**src/rtl/mem_bus_pkg.sv**
```systemverilog
// mem_bus_pkg: shared memory-bus encodings and arbiter state type
//   WE_RD / WE_WORD / WE_BYTE : memory write codes carried on *_we and mem_write
//   state_t                   : arbiter FSM state encoding
//   is_write()                : true for any non-read code, the reserved code included
package mem_bus_pkg;

    localparam logic [1:0] WE_RD   = 2'b00;
    localparam logic [1:0] WE_WORD = 2'b01;
    localparam logic [1:0] WE_BYTE = 2'b11;

    typedef enum logic [1:0] {
        ST_IDLE,
        ST_ISSUE,
        ST_RWAIT
    } state_t;

    function automatic logic is_write(input logic [1:0] we);
        return we != WE_RD;
    endfunction

endpackage

```
**src/rtl/rr_pick2.sv**
```systemverilog
// rr_pick2: combinational two-way round-robin pick
//   req0, req1 : eligible requests
//   last       : id of the master granted most recently
//   win_valid  : some request is eligible
//   win_id     : winning master id (the one not granted last on a tie)
module rr_pick2 (
    input  logic req0,
    input  logic req1,
    input  logic last,
    output logic win_valid,
    output logic win_id
);

    assign win_valid = req0 || req1;
    assign win_id    = (req0 && req1) ? !last : req1;

endmodule

```
**src/rtl/mem_arbiter.sv**
```systemverilog
// mem_arbiter: two-master round-robin arbiter for the shared memory port
//   clk, rst                    : clock, asynchronous active-high reset
//   m*_req/we/addr/wdata        : master requests with qualifiers, held until gnt
//   m*_gnt                      : access is on the memory port this cycle
//   m*_done                     : write retired or read data valid
//   m*_rdata                    : last read data returned to that master
//   mem_read/write/addr/wdata   : memory port, all zero outside an issue cycle
//   mem_rdata                   : memory read data, sampled RD_LAT cycles after mem_read
module mem_arbiter
    import mem_bus_pkg::*;
#(
    parameter int RD_LAT = 1
) (
    input  logic        clk,
    input  logic        rst,
    input  logic        m0_req,
    input  logic [1:0]  m0_we,
    input  logic [31:0] m0_addr,
    input  logic [31:0] m0_wdata,
    input  logic        m1_req,
    input  logic [1:0]  m1_we,
    input  logic [31:0] m1_addr,
    input  logic [31:0] m1_wdata,
    output logic        m0_gnt,
    output logic        m1_gnt,
    output logic        m0_done,
    output logic        m1_done,
    output logic [31:0] m0_rdata,
    output logic [31:0] m1_rdata,
    output logic        mem_read,
    output logic [1:0]  mem_write,
    output logic [31:0] mem_addr,
    output logic [31:0] mem_wdata,
    input  logic [31:0] mem_rdata
);

    state_t      r_state;
    logic [2:0]  r_cnt;
    logic        r_last;
    logic        r_owner;
    logic [1:0]  r_gnt;
    logic [1:0]  r_done;
    logic [31:0] r_rdata0;
    logic [31:0] r_rdata1;
    logic        r_mem_read;
    logic [1:0]  r_mem_write;
    logic [31:0] r_mem_addr;
    logic [31:0] r_mem_wdata;

    logic        w_arb;
    logic        w_win;
    logic        w_id;
    logic [1:0]  w_we;
    logic [31:0] w_addr;
    logic [31:0] w_wdata;

    // Arbitration happens in IDLE, after a write issue, and on the edge that
    // retires a read; a read issue never arbitrates so its latency is exclusive.
    assign w_arb = (r_state == ST_IDLE) ||
                   (r_state == ST_ISSUE && !r_mem_read) ||
                   (r_state == ST_RWAIT && r_cnt == 3'd1);

    // A master granted this cycle is masked so a req held through gnt is not re-issued.
    rr_pick2 u_pick (
        .req0      (m0_req && !r_gnt[0]),
        .req1      (m1_req && !r_gnt[1]),
        .last      (r_last),
        .win_valid (w_win),
        .win_id    (w_id)
    );

    assign w_we    = w_id ? m1_we    : m0_we;
    assign w_addr  = w_id ? m1_addr  : m0_addr;
    assign w_wdata = w_id ? m1_wdata : m0_wdata;

    always_ff @(posedge clk or posedge rst) begin
        if (rst) begin
            r_state     <= ST_IDLE;
            r_cnt       <= 3'd0;
            r_last      <= 1'b1;
            r_owner     <= 1'b0;
            r_gnt       <= 2'b00;
            r_done      <= 2'b00;
            r_rdata0    <= 32'd0;
            r_rdata1    <= 32'd0;
            r_mem_read  <= 1'b0;
            r_mem_write <= WE_RD;
            r_mem_addr  <= 32'd0;
            r_mem_wdata <= 32'd0;
        end else begin
            r_gnt       <= 2'b00;
            r_done      <= 2'b00;
            r_mem_read  <= 1'b0;
            r_mem_write <= WE_RD;
            r_mem_addr  <= 32'd0;
            r_mem_wdata <= 32'd0;
            if (r_state == ST_RWAIT) begin
                r_cnt <= r_cnt - 3'd1;
                if (r_cnt == 3'd1) begin
                    if (r_owner)
                        r_rdata1 <= mem_rdata;
                    else
                        r_rdata0 <= mem_rdata;
                    r_done[r_owner] <= 1'b1;
                end
            end
            if (r_state == ST_ISSUE && r_mem_read) begin
                r_state <= ST_RWAIT;
                r_cnt   <= 3'(RD_LAT);
            end else if (w_arb && w_win) begin
                r_state     <= ST_ISSUE;
                r_owner     <= w_id;
                r_last      <= w_id;
                r_gnt[w_id] <= 1'b1;
                r_mem_read  <= !is_write(w_we);
                r_mem_write <= w_we;
                r_mem_addr  <= w_addr;
                r_mem_wdata <= w_wdata;
                // Writes retire in their issue cycle; a read's done comes later.
                if (is_write(w_we))
                    r_done[w_id] <= 1'b1;
            end else if (w_arb) begin
                r_state <= ST_IDLE;
            end
        end
    end

    assign m0_gnt    = r_gnt[0];
    assign m1_gnt    = r_gnt[1];
    assign m0_done   = r_done[0];
    assign m1_done   = r_done[1];
    assign m0_rdata  = r_rdata0;
    assign m1_rdata  = r_rdata1;
    assign mem_read  = r_mem_read;
    assign mem_write = r_mem_write;
    assign mem_addr  = r_mem_addr;
    assign mem_wdata = r_mem_wdata;

endmodule
```
**config.mk**
```make
export PLATFORM = sky130hd
export DESIGN_NAME = mem_arbiter
export DESIGN_NICKNAME = d
export VERILOG_FILES = /design/src/rtl/mem_bus_pkg.sv /design/src/rtl/rr_pick2.sv /design/src/rtl/mem_arbiter.sv
export SDC_FILE = /design/constraint.sdc
export NUM_CORES = 1
export LEC_CHECK = 0
export CAP_MARGIN = 40
export CORE_MARGIN = 5
export CORE_UTILIZATION = 40
export DETAILED_ROUTE_END_ITERATION = 10
export GPL_TIMING_DRIVEN = 0
export PLACE_DENSITY_LB_ADDON = 0.1
export SYNTH_ARGS = -nofsm -noshare
export SYNTH_HDL_FRONTEND = slang
export SYNTH_SLANG_ARGS = --single-unit
```
**constraint.sdc**
```tcl
create_clock -name clk -period 5.7 [get_ports clk]
set_input_delay 1.14 -clock clk [delete_from_list [all_inputs] [get_ports clk]]
set_output_delay 1.14 -clock clk [all_outputs]
set_load 0.01 [all_outputs]
```
==> run summary <==
==================================================================================
Run status .......................................................... complete, no violations
Critical path endpoint category ..................................... primary output
Pwr Total ...........................................................      4980 uW
Routed length per placed instance ...................................      18.7 um
CP Launch Type ......................................................     register
Share of final-layout standard cells stronger than drive strength 1 .        15.0%
Synthesis-to-layout area growth .....................................        68.4%
Slew HR .............................................................        45.5%
Proportion of netlist area held by the largest area contributor .....        61.1%
Global route total overflow .........................................            0
Largest delay contributor family on the critical path ............... buffers and inverters
Clock-pin slew on the worst setup and hold paths ....................      0.06 ns
Core Region .........................................................   0.0144 mm2
Slew at the pin closest to its max-slew limit .......................     0.813 ns
Yosys warning count .................................................            0
Final net count .....................................................          983
Synthesized instance count ..........................................          491
Met1 routing resource usage after global routing ....................        26.0%
Final worst-path setup slack ........................................      3.16 ns
Crit Path Class .....................................................   reg -> out
Number of clock sinks seen by CTS ...................................          142
Worst clock skew on the final layout ................................    0.0115 ns
Share of power burned in registers ..................................        32.6%
Most area-consuming cells after synthesis ........................... sky130_fd_sc_hd__dfrtp_1 61%, sky130_fd_sc_hd__nand3_1 11%, sky130_fd_sc_hd__mux2_2 11%
Cell area power density .............................................   512 mW/mm2
Skew-Pair Late Insertion Delay ......................................      0.42 ns
Met3 track demand over resource .....................................        8.96%
TritonCTS clock tree ................................................        built
Standard cell with the maximum stage delay on the critical path ..... sky130_fd_sc_hd__clkdlybuf4s50_1
Most common flop cell mapped by yosys ............................... sky130_fd_sc_hd__dfrtp_1
Cell area reported after detailed placement .........................  0.00906 mm2
Number of H-tree levels .............................................            4
GRT Overall Usage ...................................................        22.6%
IO buf count ........................................................          302
Switching power of the nets .........................................      1590 uW
Min-Delay Path Depth ................................................            1
Share of synthesized registers carrying an async set or reset .......         100%
Required time of the critical path ..................................      4.56 ns
Wire length after detailed routing ..................................      18.9 mm
Violation count after the first detailed-route iteration ............          246
Count of endpoints failing hold in the final timing report ..........            0
Post-Layout Inst Area ...............................................  0.00972 mm2
Effective utilization at floorplan ..................................        40.2%
Root Buffer Master .................................................. sky130_fd_sc_hd__clkbuf_16
Library cell with the largest summed area after synthesis ........... sky130_fd_sc_hd__dfrtp_1
Synth cell count leaders ............................................ 141 x sky130_fd_sc_hd__dfrtp_1, 131 x sky130_fd_sc_hd__nand3_1, 69 x sky130_fd_sc_hd__a21oi_1
Power Internal ......................................................      3390 uW
Slowest Stage Delay on Critical Path ................................      0.60 ns
Seq/Total Area, Yosys ...............................................        61.6%
Vias/cell ...........................................................         5.13
Final HPWL DP .......................................................      14.5 mm
CTS max path bufs ...................................................            2
Unrepaired setup endpoints after global routing .....................           no
First-pass GRT wire length ..........................................      29.4 mm
Final setup vio count ...............................................            0
Pre-antenna DRT Iters ...............................................            5
FILL cells ..........................................................         1101
Initial antenna violation count .....................................            1
Maximum number of pins on one net before global-route repair ........           94
Highest clock frequency the design can meet .........................    0.394 GHz
Most frequent cell after synthesis .................................. sky130_fd_sc_hd__dfrtp_1
Final critical-path required period .................................      2.54 ns
Final worst-path cycle share ........................................        44.5%
Net Sw Frac .........................................................        31.9%
Y dimension of the die ..............................................       130 um
Final GP Congestion .................................................        0.852
Leakage power of the design .........................................   0.00409 uW
Post-place setup slack ..............................................      2.82 ns
Combinational power share ...........................................        43.0%
Final routed DRC violation total ....................................            0
Largest vdd supply drop .............................................   0.000213 V
Via count of the first global-routing pass ..........................         5488
Worst path bufs/invs ................................................            1
Count of pins over their slew limit .................................            0
DRT antenna net count ...............................................            0
Number of gates given a new drive strength after cts ................            0
Total number of vias ................................................         5182
Die X ...............................................................       130 um
DIE AREA ............................................................   0.0169 mm2
Max capacitance violation total .....................................            0
Number of nets produced by synthesis ................................          661
Arrival time reported for the critical path endpoint ................      1.40 ns
Final antenna diode count ...........................................            0
Clk network pwr share ...............................................        24.4%
IO Count ............................................................          303
Hold slack ..........................................................     0.484 ns
Flops & latches, synth ..............................................          142
# hold bufs at CTS ..................................................            0
Total stage count of the critical path ..............................            1
Max FO, Critical Path ...............................................            4
Grt met2 use ........................................................        38.6%
Path category of the worst min-delay check ..........................   reg -> reg
TritonCTS Buffers ...................................................           17
Buffer count from post-CTS setup fixing .............................            0
Synthesized area per cell ...........................................     11.8 um2
Sequence of cells on the critical path .............................. clkdlybuf4s50_1
Standard-cell rows ..................................................           44
Top Usage Layer GRT .................................................         met2
Count of cells along the worst register-to-register path ............            5
Synth cell types ....................................................           32
Post-synthesis instance area ........................................  0.00577 mm2
Count of flip-flops with a built-in enable after synthesis ..........            0
==================================================================================
[power groups by stage]
stage	Clock, uW	Combinational, uW	Sequential (uW)
final	1210	2140	1620
after global routing	1280	2320	1670
after CTS	1230	2170	1620
after detailed placement	0	2160	1640
after global placement	0	2120	1620
after floorplan	0	774	1810
[final timing paths]
kind,start,endpoint,slack (ns)
max,r_gnt[1]$_DFF_PP0_,m1_gnt,3.16
min,m0_rdata[10]$_DFFE_PP0P_,m0_rdata[10]$_DFFE_PP0P_,0.48
max reg2reg,r_cnt[0]$_DFFE_PP0P_,mem_addr[17]$_DFF_PP0_,3.60
min reg2reg,m0_rdata[10]$_DFFE_PP0P_,m0_rdata[10]$_DFFE_PP0P_,0.48
max in group asynchronous,rst,r_last$_DFFE_PP1P_,3.75
min in group asynchronous,rst,m0_rdata[4]$_DFFE_PP0P_,1.14
[final cells by class]
class / count / area (um2) / share of cell area (%)
multi-input cells: 301 / 1970 / 20.3
repair buffers: 303 / 3050 / 31.4
inverters: 5 / 23.8 / 0.245
clock inverters: 9 / 154 / 1.58
flip-flops and latches: 142 / 3550 / 36.6
plain buffers: 43 / 225 / 2.32
well taps: 184 / 230 / 2.37
clock buffers: 23 / 508 / 5.23
[cell usage in the layout, fill, tap and decap left out, types with 2 or more instances in the layout]
master	instances
sky130_fd_sc_hd__a21oi_1	69
sky130_fd_sc_hd__and3b_1	2
sky130_fd_sc_hd__buf_2	21
sky130_fd_sc_hd__buf_4	4
sky130_fd_sc_hd__buf_6	3
sky130_fd_sc_hd__bufinv_16	4
sky130_fd_sc_hd__clkbuf_1	14
sky130_fd_sc_hd__clkbuf_16	17
sky130_fd_sc_hd__clkbuf_8	6
sky130_fd_sc_hd__clkdlybuf4s50_1	302
sky130_fd_sc_hd__clkinv_2	2
sky130_fd_sc_hd__clkinvlp_4	2
sky130_fd_sc_hd__dfrtp_1	141
sky130_fd_sc_hd__ha_1	2
sky130_fd_sc_hd__inv_1	4
sky130_fd_sc_hd__mux2_1	6
sky130_fd_sc_hd__mux2_2	58
sky130_fd_sc_hd__nand2_1	3
sky130_fd_sc_hd__nand2b_1	2
sky130_fd_sc_hd__nand3_1	131
sky130_fd_sc_hd__nor2_1	5
sky130_fd_sc_hd__nor2b_1	3
sky130_fd_sc_hd__o21ai_0	6
sky130_fd_sc_hd__o2bb2ai_1	2
[registers in the layout, indices dropped and copies added, names as in the netlist]
| name | flops |
|---|---|
| m0_rdata | 32 |
| m1_rdata | 32 |
| mem_addr | 32 |
| mem_read | 1 |
| mem_wdata | 32 |
| mem_write | 2 |
| r_cnt | 3 |
| r_done | 2 |
| r_gnt | 2 |
| r_last | 1 |
| r_owner | 1 |
| r_state | 2 |
[cell families after synthesis]
| logic type | count (synthesis) | share of synthesized area [%] |
|---|---|---|
| compound gates | 84 | 7.72 |
| mux | 64 | 12.5 |
| fa+ha+maj | 2 | 0.433 |
| flops | 142 | 61.6 |
| simple gates | 150 | 13.4 |
| buf+inv | 48 | 4.23 |
| xor+xnor | 1 | 0.152 |
[per-layer routing]
| metal | share of wire, % | routed length [um] |
|---|---|---|
| met5 | 0.058 | 11 |
| met4 | 1.9 | 362 |
| met3 | 9.7 | 1840 |
| met2 | 52 | 9760 |
| met1 | 37 | 6910 |
[through the flow]
step,util (%),cells,TNS [ns]
after floorplan,-,491,0
after global placement,62.8,977,-141.61
after detailed placement,63.0,978,0
after CTS,67.7,1010,0
after global routing,67.7,1010,0
final,67.7,1010,0
Power figures use the tool's default switching activity.
